`src/rtl/game_pkg.sv`:
```
// Shared round-state encoding for the round controller, display and scoring blocks.
package game_pkg;

  localparam int STATE_W = 3;

  typedef enum logic [2:0] {
    IDLE      = 3'd0,
    COUNTDOWN = 3'd1,
    PLAYING   = 3'd2,
    PAUSED    = 3'd3,
    GAME_OVER = 3'd4
  } state_t;

endpackage

```
`src/rtl/game_round_ctrl_if.sv`:
```
// Buttons, timer handshake and display outputs of the round controller, bundled.
interface game_round_ctrl_if;
  import game_pkg::*;

  logic               start_btn;
  logic               pause_btn;
  logic [7:0]         time_left;
  logic               timer_go;
  logic               timer_restart;
  logic [STATE_W-1:0] game_state;
  logic [3:0]         countdown_val;
  logic               input_enable;
  logic               game_over;

  // The controller drives the timer and display; the environment drives buttons and time_left.
  modport master (
    input  start_btn, pause_btn, time_left,
    output timer_go, timer_restart, game_state, countdown_val, input_enable, game_over
  );

  modport slave (
    output start_btn, pause_btn, time_left,
    input  timer_go, timer_restart, game_state, countdown_val, input_enable, game_over
  );

endinterface

```
`src/rtl/sec_ticker.sv`:
```
// Free-running one-second tick generator; clear restarts the second from zero.
module sec_ticker #(
  parameter logic [23:0] ONE_SEC = 24'd10000000
) (
  input  logic clock,
  input  logic reset,
  input  logic clear,
  output logic tick
);

  logic [23:0] count;

  assign tick = (count == ONE_SEC - 24'd1);

  always_ff @(posedge clock) begin
    if (reset || clear || tick) begin
      count <= '0;
    end else begin
      count <= count + 24'd1;
    end
  end

endmodule

```
`src/rtl/game_round_ctrl.sv`:
```
// Round sequencer: title, ready countdown, play, pause and game-over, driving the round timer.
module game_round_ctrl
  import game_pkg::*;
#(
  parameter logic [3:0]  COUNTDOWN_SECS = 4'd3,
  parameter logic [23:0] ONE_SEC        = 24'd10000000,
  parameter logic [3:0]  OVER_HOLD_SECS = 4'd2
) (
  input logic              clock,
  input logic              reset,
  game_round_ctrl_if.master bus
);

  logic               start_q;
  logic               pause_q;
  logic               post_reset;
  logic               start_edge;
  logic               pause_edge;

  logic [STATE_W-1:0] state;
  logic [STATE_W-1:0] state_n;
  logic [3:0]         cd_val;
  logic [3:0]         cd_val_n;
  logic [3:0]         hold_cnt;
  logic [3:0]         hold_cnt_n;
  logic               hold_expired;

  logic               enter_countdown;
  logic               enter_game_over;
  logic               sec_clear;
  logic               sec_tick;

  logic               go_q;
  logic               restart_q;
  logic               input_en_q;
  logic               over_q;

  // post_reset masks edges in the first cycle after reset so a button held through reset stays quiet.
  always_ff @(posedge clock) begin
    if (reset) begin
      start_q    <= 1'b0;
      pause_q    <= 1'b0;
      post_reset <= 1'b1;
    end else begin
      start_q    <= bus.start_btn;
      pause_q    <= bus.pause_btn;
      post_reset <= 1'b0;
    end
  end

  assign start_edge = bus.start_btn & ~start_q & ~post_reset;
  assign pause_edge = bus.pause_btn & ~pause_q & ~post_reset;

  sec_ticker #(
    .ONE_SEC (ONE_SEC)
  ) u_sec_ticker (
    .clock (clock),
    .reset (reset),
    .clear (sec_clear),
    .tick  (sec_tick)
  );

  assign hold_expired = (hold_cnt >= OVER_HOLD_SECS);

  always_comb begin
    state_n    = state;
    cd_val_n   = cd_val;
    hold_cnt_n = hold_cnt;
    case (state)
      IDLE: begin
        if (start_edge) begin
          state_n  = COUNTDOWN;
          cd_val_n = COUNTDOWN_SECS;
        end
      end
      COUNTDOWN: begin
        if (sec_tick) begin
          if (cd_val <= 4'd1) begin
            state_n  = PLAYING;
            cd_val_n = 4'd0;
          end else begin
            cd_val_n = cd_val - 4'd1;
          end
        end
      end
      PLAYING: begin
        if (bus.time_left == 8'd0) begin
          state_n = GAME_OVER;
        end else if (pause_edge) begin
          state_n = PAUSED;
        end
      end
      PAUSED: begin
        // Pause beats start when both arrive together: the player resumes rather than quits.
        if (pause_edge) begin
          state_n = PLAYING;
        end else if (start_edge) begin
          state_n = IDLE;
        end
      end
      GAME_OVER: begin
        if (sec_tick && !hold_expired) begin
          hold_cnt_n = hold_cnt + 4'd1;
        end
        if (start_edge && hold_expired) begin
          state_n  = COUNTDOWN;
          cd_val_n = COUNTDOWN_SECS;
        end
      end
      default: begin
        state_n  = IDLE;
        cd_val_n = 4'd0;
      end
    endcase

    if (state_n == GAME_OVER && state != GAME_OVER) begin
      hold_cnt_n = 4'd0;
    end
  end

  assign enter_countdown = (state_n == COUNTDOWN) && (state != COUNTDOWN);
  assign enter_game_over = (state_n == GAME_OVER) && (state != GAME_OVER);
  assign sec_clear       = enter_countdown | enter_game_over;

  // Outputs are decoded from the next state so they change on the same edge as the state.
  always_ff @(posedge clock) begin
    if (reset) begin
      state      <= IDLE;
      cd_val     <= 4'd0;
      hold_cnt   <= 4'd0;
      go_q       <= 1'b0;
      restart_q  <= 1'b1;
      input_en_q <= 1'b0;
      over_q     <= 1'b0;
    end else begin
      state      <= state_n;
      cd_val     <= cd_val_n;
      hold_cnt   <= hold_cnt_n;
      go_q       <= (state_n == PLAYING);
      restart_q  <= (state_n == IDLE) || enter_countdown;
      input_en_q <= (state_n == PLAYING);
      over_q     <= enter_game_over;
    end
  end

  assign bus.game_state    = state;
  assign bus.countdown_val = cd_val;
  assign bus.timer_go      = go_q;
  assign bus.timer_restart = restart_q;
  assign bus.input_enable  = input_en_q;
  assign bus.game_over     = over_q;

endmodule

```
`src/flat_wrapper.sv`:
```
// flat-port wrapper written by rule: the top's interface ports become plain ports
module game_round_ctrl_flat import game_pkg::*;
#(
  parameter logic [3:0]  COUNTDOWN_SECS = 4'd3,
  parameter logic [23:0] ONE_SEC        = 24'd10000000,
  parameter logic [3:0]  OVER_HOLD_SECS = 4'd2
)
  (clock, reset, bus_start_btn, bus_pause_btn, bus_time_left, bus_timer_go, bus_timer_restart, bus_game_state, bus_countdown_val, bus_input_enable, bus_game_over);
  game_round_ctrl_if bus_i ();
  input logic clock;
  input logic reset;
  input wire logic [$bits(bus_i.start_btn)-1:0] bus_start_btn;
  input wire logic [$bits(bus_i.pause_btn)-1:0] bus_pause_btn;
  input wire logic [$bits(bus_i.time_left)-1:0] bus_time_left;
  output wire logic [$bits(bus_i.timer_go)-1:0] bus_timer_go;
  output wire logic [$bits(bus_i.timer_restart)-1:0] bus_timer_restart;
  output wire logic [$bits(bus_i.game_state)-1:0] bus_game_state;
  output wire logic [$bits(bus_i.countdown_val)-1:0] bus_countdown_val;
  output wire logic [$bits(bus_i.input_enable)-1:0] bus_input_enable;
  output wire logic [$bits(bus_i.game_over)-1:0] bus_game_over;
  assign bus_i.start_btn = bus_start_btn;
  assign bus_i.pause_btn = bus_pause_btn;
  assign bus_i.time_left = bus_time_left;
  assign bus_timer_go = bus_i.timer_go;
  assign bus_timer_restart = bus_i.timer_restart;
  assign bus_game_state = bus_i.game_state;
  assign bus_countdown_val = bus_i.countdown_val;
  assign bus_input_enable = bus_i.input_enable;
  assign bus_game_over = bus_i.game_over;
  game_round_ctrl #(.COUNTDOWN_SECS(COUNTDOWN_SECS), .ONE_SEC(ONE_SEC), .OVER_HOLD_SECS(OVER_HOLD_SECS)) u_core (.clock(clock), .reset(reset), .bus(bus_i));
endmodule
```
`config.mk`:
```
export PLATFORM = sky130hd
export DESIGN_NAME = game_round_ctrl_flat
export DESIGN_NICKNAME = d
export VERILOG_FILES = /design/src/rtl/game_pkg.sv /design/src/rtl/game_round_ctrl_if.sv /design/src/rtl/sec_ticker.sv /design/src/rtl/game_round_ctrl.sv /design/src/flat_wrapper.sv
export SDC_FILE = /design/constraint.sdc
export NUM_CORES = 1
export LEC_CHECK = 0
export CORE_ASPECT_RATIO = 1.1
export CORE_MARGIN = 5
export CORE_UTILIZATION = 55
export CTS_BUF_LIST = sky130_fd_sc_hd__clkbuf_16
export DETAILED_ROUTE_END_ITERATION = 10
export HOLD_SLACK_MARGIN = 0.1
export PLACE_DENSITY = 0.79
export SETUP_SLACK_MARGIN = 0.05
export SYNTH_ARGS = -nofsm -noshare
export SYNTH_HDL_FRONTEND = slang
export SYNTH_HIERARCHICAL = 1
export SYNTH_SLANG_ARGS = --single-unit
```
`constraint.sdc`:
```
create_clock -name clock -period 3.4 [get_ports clock]
set_clock_uncertainty 0.05 [all_clocks]
set_input_delay 1.02 -clock clock [delete_from_list [all_inputs] [get_ports clock]]
set_output_delay 1.02 -clock clock [all_outputs]
set_load 0.01 [all_outputs]
```
==> results of run 1 <==
-- worst paths after layout --
path	from	to	slack, ns	depth (start not counted)
max	u_core/u_sec_ticker/count[13]	u_core/u_sec_ticker/count[21]	0.30	10
min reg2reg	u_core/u_sec_ticker/count[0]	u_core/u_sec_ticker/count[0]	0.40	1
max reg2reg	u_core/u_sec_ticker/count[13]	u_core/u_sec_ticker/count[21]	0.30	10
min	u_core/u_sec_ticker/count[0]	u_core/u_sec_ticker/count[0]	0.40	1
-- layout by cell type, fill, tap and decap left out, drive strengths merged, types with 8 or more instances in the layout --
cell,instances
dfxtp,41
nor2,25
nor3,15
clkdlybuf4s50,22
or4,9
nand2,16
a21oi,13
o21ai,8
inv,8
xnor2,10
-- cell families after synthesis --
logic type / after synthesis / share of synthesized area
compound gates: 44 / 0.148
xor+xnor: 12 / 0.0533
fa+ha+maj: 5 / 0.0317
buf+inv: 16 / 0.0457
flops: 41 / 0.416
simple gates: 109 / 0.306
-- worst max-delay path: stages, from the launching register on --
cell and delay [ns]:
dfxtp_1 0.35, or4_1 0.51, or4_2 0.59, nor2_1 0.16
or4b_1 0.49, a31oi_1 0.24, o31ai_1 0.13, nor2_1 0.15
o21ai_2 0.09, buf_12 0.16, a21oi_1 0.11
-- routing by layer --
layer,track usage,part of all wire,vias up
li1,-,-,883
met5,0,0,-
met1,0.252,0.46,817
met4,0.0698,0.0074,0
met2,0.299,0.48,54
met3,0.0508,0.058,4
-- synth_stat cells, types with 2 or more instances --
library cell / n / area (µm²)
dfxtp_1: 41 / 821
nor2_1: 25 / 93.8
nand2_1: 16 / 60.1
nor3_1: 15 / 75.1
a21oi_1: 12 / 60.1
xnor2_1: 10 / 87.6
inv_1: 8 / 30.0
nand3_1: 7 / 35.0
o21ai_0: 7 / 35.0
nor4_1: 6 / 37.5
o31ai_1: 6 / 45.0
or3_1: 6 / 37.5
ha_1: 5 / 62.6
or4_1: 5 / 37.5
a31oi_1: 4 / 25.0
nand2b_1: 4 / 25.0
nand4_1: 4 / 25.0
nor2b_1: 4 / 25.0
buf_6: 3 / 33.8
clkbuf_1: 3 / 11.3
and3_1: 2 / 12.5
buf_4: 2 / 15.0
o21a_1: 2 / 15.0
o311ai_0: 2 / 17.5
or4_2: 2 / 17.5
or4_4: 2 / 22.5
xor2_1: 2 / 17.5
-- cell type report --
cell class                 count  area (µm²)  area share
clock buffer                   5         125      0.0518
clock inverter                 3        41.3      0.0171
inverter                       8        30.0      0.0124
multi-input combinational    170        1060       0.439
sequential                    41         821       0.340
tap                           48        60.1      0.0248
timing repair buffer          28         278       0.115
-- power by group --
group	internal [mW]	switching, mW	leakage [nW]	total [mW]
sequential	0.490	0.0104	0.332	0.500
clock	0.343	0.179	0.0775	0.522
combinational	0.0443	0.0430	0.389	0.0872
-- state kept, by name, summed over array words and instances (netlist names) --
register / flops
u_core/start_q: 1
u_core/bus.timer_restart: 1
u_core/bus.countdown_val: 4
u_core/u_sec_ticker/count: 24
u_core/bus.input_enable: 1
u_core/post_reset: 1
u_core/pause_q: 1
u_core/hold_cnt: 4
u_core/bus.game_over: 1
u_core/bus.game_state: 3
==> summary.md, run 1 <==
| Metric | Value |
|---|---|
| Core area | roughly 0.0034 mm² |
| Util after Layout | 0.708 |
| Worst Setup Slack post-DPL | 0.267 ns |
| Fin Hold WS | between 0.3 and 0.4 ns |
| Die H | ~73 µm |
| Crit end category | flip-flop |
| Worst-path clk slew | 0.06 ns |
| Final hold violation count | 0 |
| PostCTS Resize Cnt | 0 |
| Synthesis-stage register bit count | 41 |
| Register area share after synthesis | 0.416 |
| Detailed Routing Iterations Pass 1 | 4 |
| Routed len/inst | 13.9 µm |
| P per Cell Area | 459 mW/mm² |
| Total Routed Length | 4210 µm |
| Static leakage | 0.799 nW |
| Post-CTS setup buffer count | 0 |
| Final WS setup | 0.296 ns |
| Gr usage total | 0.191 |
| Fill cells | 281 |
| Largest net degree at the start of global routing | 23 |
| Die width | 67.1 µm |
| Placement Cell Area | 0.00225 mm² |
| Synthesized netlist net count | 244 |
| Outcome | finished clean |
| Cells after Synth | roughly 230 |
| Initial antenna violation count | 0 |
| Worst-Skew Late Latency | 0.28 ns |
| Cell area after synthesis | approximately 0.0020 mm² |
| DP HPWL | 2910 µm |
| Post-layout nets | 271 |
| Final setup vio count | 0 |
| Avg Cell Area, Syn | ~8.7 µm² |
| Gr ovfl total | 0 |
| Total clock sinks | 41 |
| Ports | 23 |
| WP data required | 3.56 ns |
| Port buffer count | 22 |
| Routed Antenna Nets | 0 |
| Crit path time final | 3.10 ns |
| DR iter-0 viols | 198 |
| Placed insts | 295 |
| Drc violations | 0 |
| Total Neg Setup Slack | 0 ns |
| VDD IR max | 0.313 mV |
| Routed vias | 1758 |
| Min-Delay Path Class | reg -> reg |
| Count of final max-slew check failures | 0 |
| Max-Cap Viols | 0 |
| Starting Density | 0.578 |
| Worst slew margin | 0.632 |
| Crit path DAT | 3.26 ns |
| CTS tree | yes |
| Routability congestion estimate | 0.873 |
| # rows | 22 |
| Slew @ Worst Pin | between 0.5 and 0.6 ns |
| Startpoint types | flip-flop |
| Antenna diode count | 0 |
| Pwr Total | 1.11 mW |
| Final period util | 0.913 |
| FFs w/ async S/R, synth | 0 |
| CTS max path bufs | 2 |
| Syn-to-layout area delta | 22.5% |
| Share of cells above drive strength 1 | 0.106 |
| Cell variety after synth | 49 |
| Finished Cell Area | between 0.002 and 0.0025 mm² |
| Max Fclk | 322 MHz |
| Total number of yosys warnings | 6 |
| Routed vias/inst | 5.80 |
| H-tree depth reported by CTS | 2 |
| Setup CP Type | reg -> reg |
| Ys flop type | dfxtp_1 |
| CP max FO | 22 |
| Die area | 0.00489 mm² |
| Finished Layout Cells | 303 |
| First-pass GRT wire length | 7360 µm |
| CTS buffer count | 5 |
| RSZ-0062 raised after global routing | no |
| Vias in the first global route | about 1700 |
| Post-CTS Hold Fix Bufs | 0 |
| CTS root buffer | clkbuf_16 |
| Number of synthesized flops with an enable pin | 0 |
Power figures use the tool's default switching activity.
==> inputs of run 2 (changes only) <==
--- a/config.mk
+++ b/config.mk
@@ -12,6 +12,7 @@
 export DETAILED_ROUTE_END_ITERATION = 10
 export HOLD_SLACK_MARGIN = 0.1
 export PLACE_DENSITY = 0.79
+export RECOVER_POWER = 50
 export SETUP_SLACK_MARGIN = 0.05
 export SYNTH_ARGS = -nofsm -noshare
 export SYNTH_HDL_FRONTEND = slang
==> run 2 against run 1 <==
Clock-buffer cell count did not move. Total power barely moved. Clock power barely moved. Sequential cell count did not move. Utilization fell by 0.37 points. Maximum frequency barely moved. Critical path type unchanged. Largest power group unchanged.
==> summary.md, run 2 (synthesis results as in run 1) <==
| Metric | Value |
|---|---|
| Routed vias/inst | 5.76 (-0.74%) |
| Commonest non-fill, non-tap cells in the layout | dfxtp_1 (41), nor2_1 (25), nand2_1 (16) |
| Share of cells above drive strength 1 | 0.0941 (-0.0118) |
| CTS buffer count | 5 (unchanged) |
| # rows | 22 (unchanged) |
| Die H | 72.8 µm (unchanged) |
| Largest Register | u_core/u_sec_ticker/count |
| Switching share of power | 0.211 (+0.00170) |
| Routed len/inst | 13.9 µm (+0.50%) |
| P per Cell Area | 461 mW/mm² (+0.44%) |
| Max-Cap Viols | 0 (unchanged) |
| Startpoint types | flip-flop |
| Final period util | 0.913 (about the same) |
| Placement Cell Area | 0.00225 mm² (unchanged) |
| Post-layout nets | 271 (unchanged) |
| Min-Delay Path Class | reg -> reg |
| Core area | 0.00341 mm² (unchanged) |
| VDD IR max | 0.313 mV (-0.13%) |
| Worst slew margin | 0.593 (-0.0391) |
| Hold EP | u_core/u_sec_ticker/count[0] |
| Commonest non-fill, non-tap cell in the layout | dfxtp_1 |
| Setup CP Type | reg -> reg |
| Slowest stage cell, crit path | or4_2 |
| Total Routed Length | 4230 µm (+0.50%) |
| Largest register FFs | 24 (unchanged) |
| Vias in the first global route | 1654 (unchanged) |
| Static leakage | 0.821 nW (+2.8%) |
| Sequential Power Share | 0.451 (about the same) |
| Most frequent CP cell | nor2_1 |
| DR iter-0 viols | 178 (-10%) |
| Ports | 23 (unchanged) |
| Logic gate share of total power | 0.076 (-0.003) |
| Gr usage total | 0.191 (unchanged) |
| Port buffer count | 22 (unchanged) |
| RR Startpoint | u_core/u_sec_ticker/count[13] |
| Crit path DAT | 3.26 ns (about the same) |
| Internal power | 875 µW (-0.30%) |
| Max incr delay on CP | 0.59 ns (about the same) |
| CTS tree | yes |
| Worst r2r path cells | 10 (unchanged) |
| Starting Density | 0.578 (unchanged) |
| Finished Cell Area | 0.00240 mm² (-0.52%) |
| Crit end category | flip-flop |
| Post-CTS Hold Fix Bufs | 0 (unchanged) |
| Final hold violation count | 0 (unchanged) |
| Initial antenna violation count | 0 (unchanged) |
| Die width | 67.1 µm (unchanged) |
| Largest net degree at the start of global routing | 23 (unchanged) |
| RSZ-0062 raised after global routing | no |
| Gr ovfl total | 0 (unchanged) |
| Outcome | finished clean |
| Detailed Routing Iterations Pass 1 | 4 (unchanged) |
| H-tree depth reported by CTS | 2 (unchanged) |
| Hold depth | 1 (unchanged) |
| Total clock sinks | 41 (unchanged) |
| PostCTS Resize Cnt | 0 (unchanged) |
| Critical-path cell list | or4_1 > or4_2 > nor2_1 > or4b_1 > a31oi_1 > o31ai_1 > nor2_1 > o21ai_2 > buf_12 > a21oi_1 |
| Antenna diode count | 0 (unchanged) |
| Flop2flop setup slack | 0.29 ns (about the same) |
| Max Fclk | 322 MHz (about the same) |
| R2r endpoint | u_core/u_sec_ticker/count[21] |
| Post-CTS setup buffer count | 0 (unchanged) |
| Syn-to-layout area delta | 21.9% |
| Die area | 0.00489 mm² (unchanged) |
| Crit path time final | 3.11 ns (+0.000899 ns) |
| Routability congestion estimate | 0.873 (unchanged) |
| DP HPWL | 2910 µm (unchanged) |
| CP max FO | 22 (unchanged) |
| Routed Antenna Nets | 0 (unchanged) |
| Pwr Total | 1.11 mW (about the same) |
| Hold path startpoint | u_core/u_sec_ticker/count[0] |
| CTS max path bufs | 2 (unchanged) |
| WP data required | 3.56 ns (about the same) |
| Final setup vio count | 0 (unchanged) |
| Worst-Skew Late Latency | 0.28 ns (about the same) |
| Worst-path clk slew | 0.06 ns (about the same) |
| Slew @ Worst Pin | 0.611 ns (+0.0628 ns) |
| Total Neg Setup Slack | 0 ns (unchanged) |
| Count of final max-slew check failures | 0 (unchanged) |
| Routed vias | 1745 (-0.74%) |
| Psw | 234 µW (+0.73%) |
| Clock share of power | 0.473 (+0.002) |
| First-pass GRT wire length | 7360 µm (unchanged) |
| CTS root buffer | clkbuf_16 |
| Drc violations | 0 (unchanged) |
==> run 2: cell count changes in the layout (fill, tap and decap cells not counted) <==
cell / change
a211oi_2: -1
buf_4: -2
dlygate4sd3_1: +14
clkbuf_1: +2
clkdlybuf4s50_1: -14
a211oi_1: +1
==> run 2: power groups by stage <==
stage | clock (mW) | combinational, mW | sequential, mW
2_1_floorplan | 0 | 0.0507 | 0.509
3_3_place_gp | 0 | 0.0848 | 0.510
4_1_cts | 0.534 | 0.0874 | 0.500
6_report | 0.524 | 0.0845 | 0.500
3_5_place_dp | 0 | 0.0869 | 0.511
5_1_grt | 0.561 | 0.0926 | 0.501
==> run 2: final cells by class <==
type	instances	area, µm²
Clock buffer	5	125
Clock inverter	3	41.3
Fill cell	284	1010
Multi-Input combinational cell	170	1060
Timing Repair Buffer	28	270
Tap cell	48	60.1
Sequential cell	41	821
Inverter	8	30.0
==> run 2: worst max path at each step <==
stage	start	to	slack, ns	cells past startpoint
global placement	bus_start_btn	u_core/u_sec_ticker/count[13]	0.30	9
global route	u_core/u_sec_ticker/count[13]	u_core/u_sec_ticker/count[8]	0.12	10
CTS	u_core/u_sec_ticker/count[14]	u_core/u_sec_ticker/count[16]	0.30	10
detailed placement	bus_start_btn	u_core/u_sec_ticker/count[13]	0.27	9
finish	u_core/u_sec_ticker/count[13]	u_core/u_sec_ticker/count[21]	0.29	10
floorplan	u_core/u_sec_ticker/count[14]	u_core/u_sec_ticker/count[3]	0.42	10
==> run 2: metal layers <==
metal | track usage | part of all wire
met2 | 0.299 | 0.47
met3 | 0.0508 | 0.061
met1 | 0.252 | 0.46
met4 | 0.0698 | 0.0073
met5 | 0 | 0
==> run 2: metrics by stage <==
stage / hold slack, ns / std cells / util / setup slack (ns)
after floorplan: 0.368 / 227 / - / 0.416
after global placement: 0.382 / 295 / 0.659 / 0.300
after detailed placement: 0.388 / 295 / 0.659 / 0.267
after CTS: 0.399 / 303 / 0.708 / 0.303
after global routing: 0.416 / 303 / 0.705 / 0.120
final: 0.400 / 303 / 0.705 / 0.295
==> run 2: critical path, delay by kind of cell, from the launching register on <==
family,cells,cell delay [ns]
AO/OA/AOI/OAI,4,0.57
buffers and inverters,1,0.16
flip-flops,1,0.35
AND/OR/NAND/NOR,5,1.89
==> inputs of run 3 (changes only) <==
--- a/config.mk
+++ b/config.mk
@@ -11,7 +11,7 @@
 export CTS_BUF_LIST = sky130_fd_sc_hd__clkbuf_16
 export DETAILED_ROUTE_END_ITERATION = 10
 export HOLD_SLACK_MARGIN = 0.1
-export PLACE_DENSITY = 0.79
+export PLACE_DENSITY = 0.8
 export RECOVER_POWER = 50
 export SETUP_SLACK_MARGIN = 0.05
 export SYNTH_ARGS = -nofsm -noshare
==> run 3 against run 2 <==
Global-route usage fell by 1.1 points. Cell area increased by 1.2%. Register-to-register slack worse by 0.05 ns. Routed wire length is 2.2% higher. Critical endpoint is now u_core/u_sec_ticker/count[18]. Largest power group unchanged.
==> summary.md, run 3 (synthesis results as in run 1) <==
| Metric | Value |
|---|---|
| Finished Layout Cells | 302 (-0.33%) |
| CTS root buffer | clkbuf_16 |
| Total clock sinks | 41 (unchanged) |
| Routed vias | 1795 (+2.9%) |
| Largest register FFs | 24 (unchanged) |
| Max Fclk | 317 MHz (-1.7%) |
| Min-Delay Path Class | reg -> reg |
| CP max FO | 11 (-50%) |
| Crit end category | flip-flop |
| Outcome | finished clean |
| Commonest non-fill, non-tap cell in the layout | dfxtp_1 |
| Drc violations | 0 (unchanged) |
| DP HPWL | 2930 µm (+0.63%) |
| Antenna diode count | 0 (unchanged) |
| Largest Register | u_core/u_sec_ticker/count |
| Gr usage total | 0.181 (-0.0107) |
| Fill cells | 279 (-1.8%) |
| Worst-path clk slew | 0.06 ns (about the same) |
| Worst slew margin | 0.473 (-0.120) |
| RSZ-0062 raised after global routing | no |
| Ports | 23 (unchanged) |
| Largest net degree at the start of global routing | 23 (unchanged) |
| Routed len/inst | 14.3 µm (+2.6%) |
| Final setup vio count | 0 (unchanged) |
| Flop2flop setup slack | 0.24 ns (-0.05 ns) |
| Footprint of the multi-input gates | 0.00109 mm² (+3.2%) |
| Post-CTS Hold Fix Bufs | 0 (unchanged) |
| Share of cells above drive strength 1 | 0.102 (+0.00824) |
| Crit path DAT | 3.31 ns (+0.05 ns) |
| Die width | 67.1 µm (unchanged) |
| Count of final max-slew check failures | 0 (unchanged) |
| Total Routed Length | 4320 µm (+2.2%) |
| Critical-path cell list | or4_1 > or4_4 > nor2_1 > or4b_1 > a31oi_1 > o31ai_1 > nor2_2 > o21ai_4 > a21oi_1 |
| Finished Cell Area | 0.00243 mm² (+1.2%) |
| Routed vias/inst | 5.94 (+3.2%) |
| DR iter-0 viols | 130 (-27%) |
| Top delay family on crit path | simple AND/OR/NAND/NOR gates |
| Startpoint types | flip-flop |
| Total Neg Setup Slack | 0 ns (unchanged) |
| Starting Density | 0.578 (unchanged) |
| Syn-to-layout area delta | 23.4% |
| Placed insts | 293 (-0.68%) |
| Commonest non-fill, non-tap cells in the layout | dfxtp_1 (41), nor2_1 (24), nand2_1 (16) |
| Routed Antenna Nets | 0 (unchanged) |
| Routability congestion estimate | 0.859 (-1.6%) |
| Worst-Skew Late Latency | 0.28 ns (about the same) |
| WP buf/inv | 0 (-1) |
| WP data required | 3.55 ns (about the same) |
| Slowest stage cell, crit path | or4_1 |
| Gr ovfl total | 0 (unchanged) |
| FF/Latch Area | 821 µm² (unchanged) |
| CTS max path bufs | 2 (unchanged) |
| Static leakage | 0.827 nW (+0.71%) |
| Initial antenna violation count | 0 (unchanged) |
| Die H | 72.8 µm (unchanged) |
| Util after Layout | 0.713 (+0.00880) |
| Detailed Routing Iterations Pass 1 | 4 (unchanged) |
| Core area | 0.00341 mm² (unchanged) |
| Vias in the first global route | 1548 (-6.4%) |
| Port buffer count | 22 (unchanged) |
| CTS tree | yes |
| Final hold violation count | 0 (unchanged) |
| First-pass GRT wire length | 6790 µm (-7.8%) |
| Crit path time final | 3.16 ns (+0.0533 ns) |
| Pwr Total | 1.18 mW (+6.5%) |
| # rows | 22 (unchanged) |
| Placement Cell Area | 0.00222 mm² (-1.2%) |
| VDD IR max | 0.302 mV (-3.5%) |
| Post-layout nets | 270 (-0.37%) |
| Slew @ Worst Pin | 0.791 ns (+0.180 ns) |
| Max-Cap Viols | 0 (unchanged) |
| Die area | 0.00489 mm² (unchanged) |
| Final period util | 0.929 (+0.0157) |
| CTS buffer count | 5 (unchanged) |
| Setup CP Type | reg -> reg |
| H-tree depth reported by CTS | 2 (unchanged) |
| Max incr delay on CP | 0.55 ns (-0.04 ns) |
| P per Cell Area | 485 mW/mm² (+5.2%) |
-- run 3: stage by stage --
stage	hold slack, ns	setup WS [ns]
after global placement	0.379	0.115
final	0.395	0.242
after floorplan	0.368	0.416
after global routing	0.439	0.146
after detailed placement	0.396	0.0635
after CTS	0.405	0.0916
-- run 3: path summary, 6_finish.rpt --
path	end	startpoint	cells after the start
max	u_core/u_sec_ticker/count[18]	u_core/u_sec_ticker/count[14]	9
min	u_core/u_sec_ticker/count[0]	u_core/u_sec_ticker/count[0]	1
max reg2reg	u_core/u_sec_ticker/count[18]	u_core/u_sec_ticker/count[14]	9
min reg2reg	u_core/u_sec_ticker/count[0]	u_core/u_sec_ticker/count[0]	1
-- run 3: cell type report --
type | instances | area share
Sequential cell | 41 | 0.337
Inverter | 8 | 0.0123
Tap cell | 48 | 0.0247
Clock buffer | 5 | 0.0514
Timing Repair Buffer | 26 | 0.0997
Multi-Input combinational cell | 171 | 0.448
Clock inverter | 3 | 0.0267
-- run 3: what timing repair did --
action / in CTS / in global routing
endpoints found under the hold margin: 0 / 0
buffers inserted: 0 / 0
resized for setup: 0 / 5
setup endpoints to repair: 0 / 21
-- run 3: metal layers --
| metal | vias up | global-route usage | wire length (µm) |
|---|---|---|---|
| met4 | 0 | 0.0788 | 82 |
| li1 | 885 | - | - |
| met2 | 36 | 0.307 | 2200 |
| met5 | - | 0 | 0 |
| met1 | 864 | 0.211 | 1870 |
| met3 | 10 | 0.0478 | 164 |
-- run 3: where the power goes --
part / leakage, nW / internal, mW / switching [mW]
Combinational: 0.401 / 0.0378 / 0.0440
Sequential: 0.332 / 0.490 / 0.00997
Clock: 0.0938 / 0.419 / 0.181
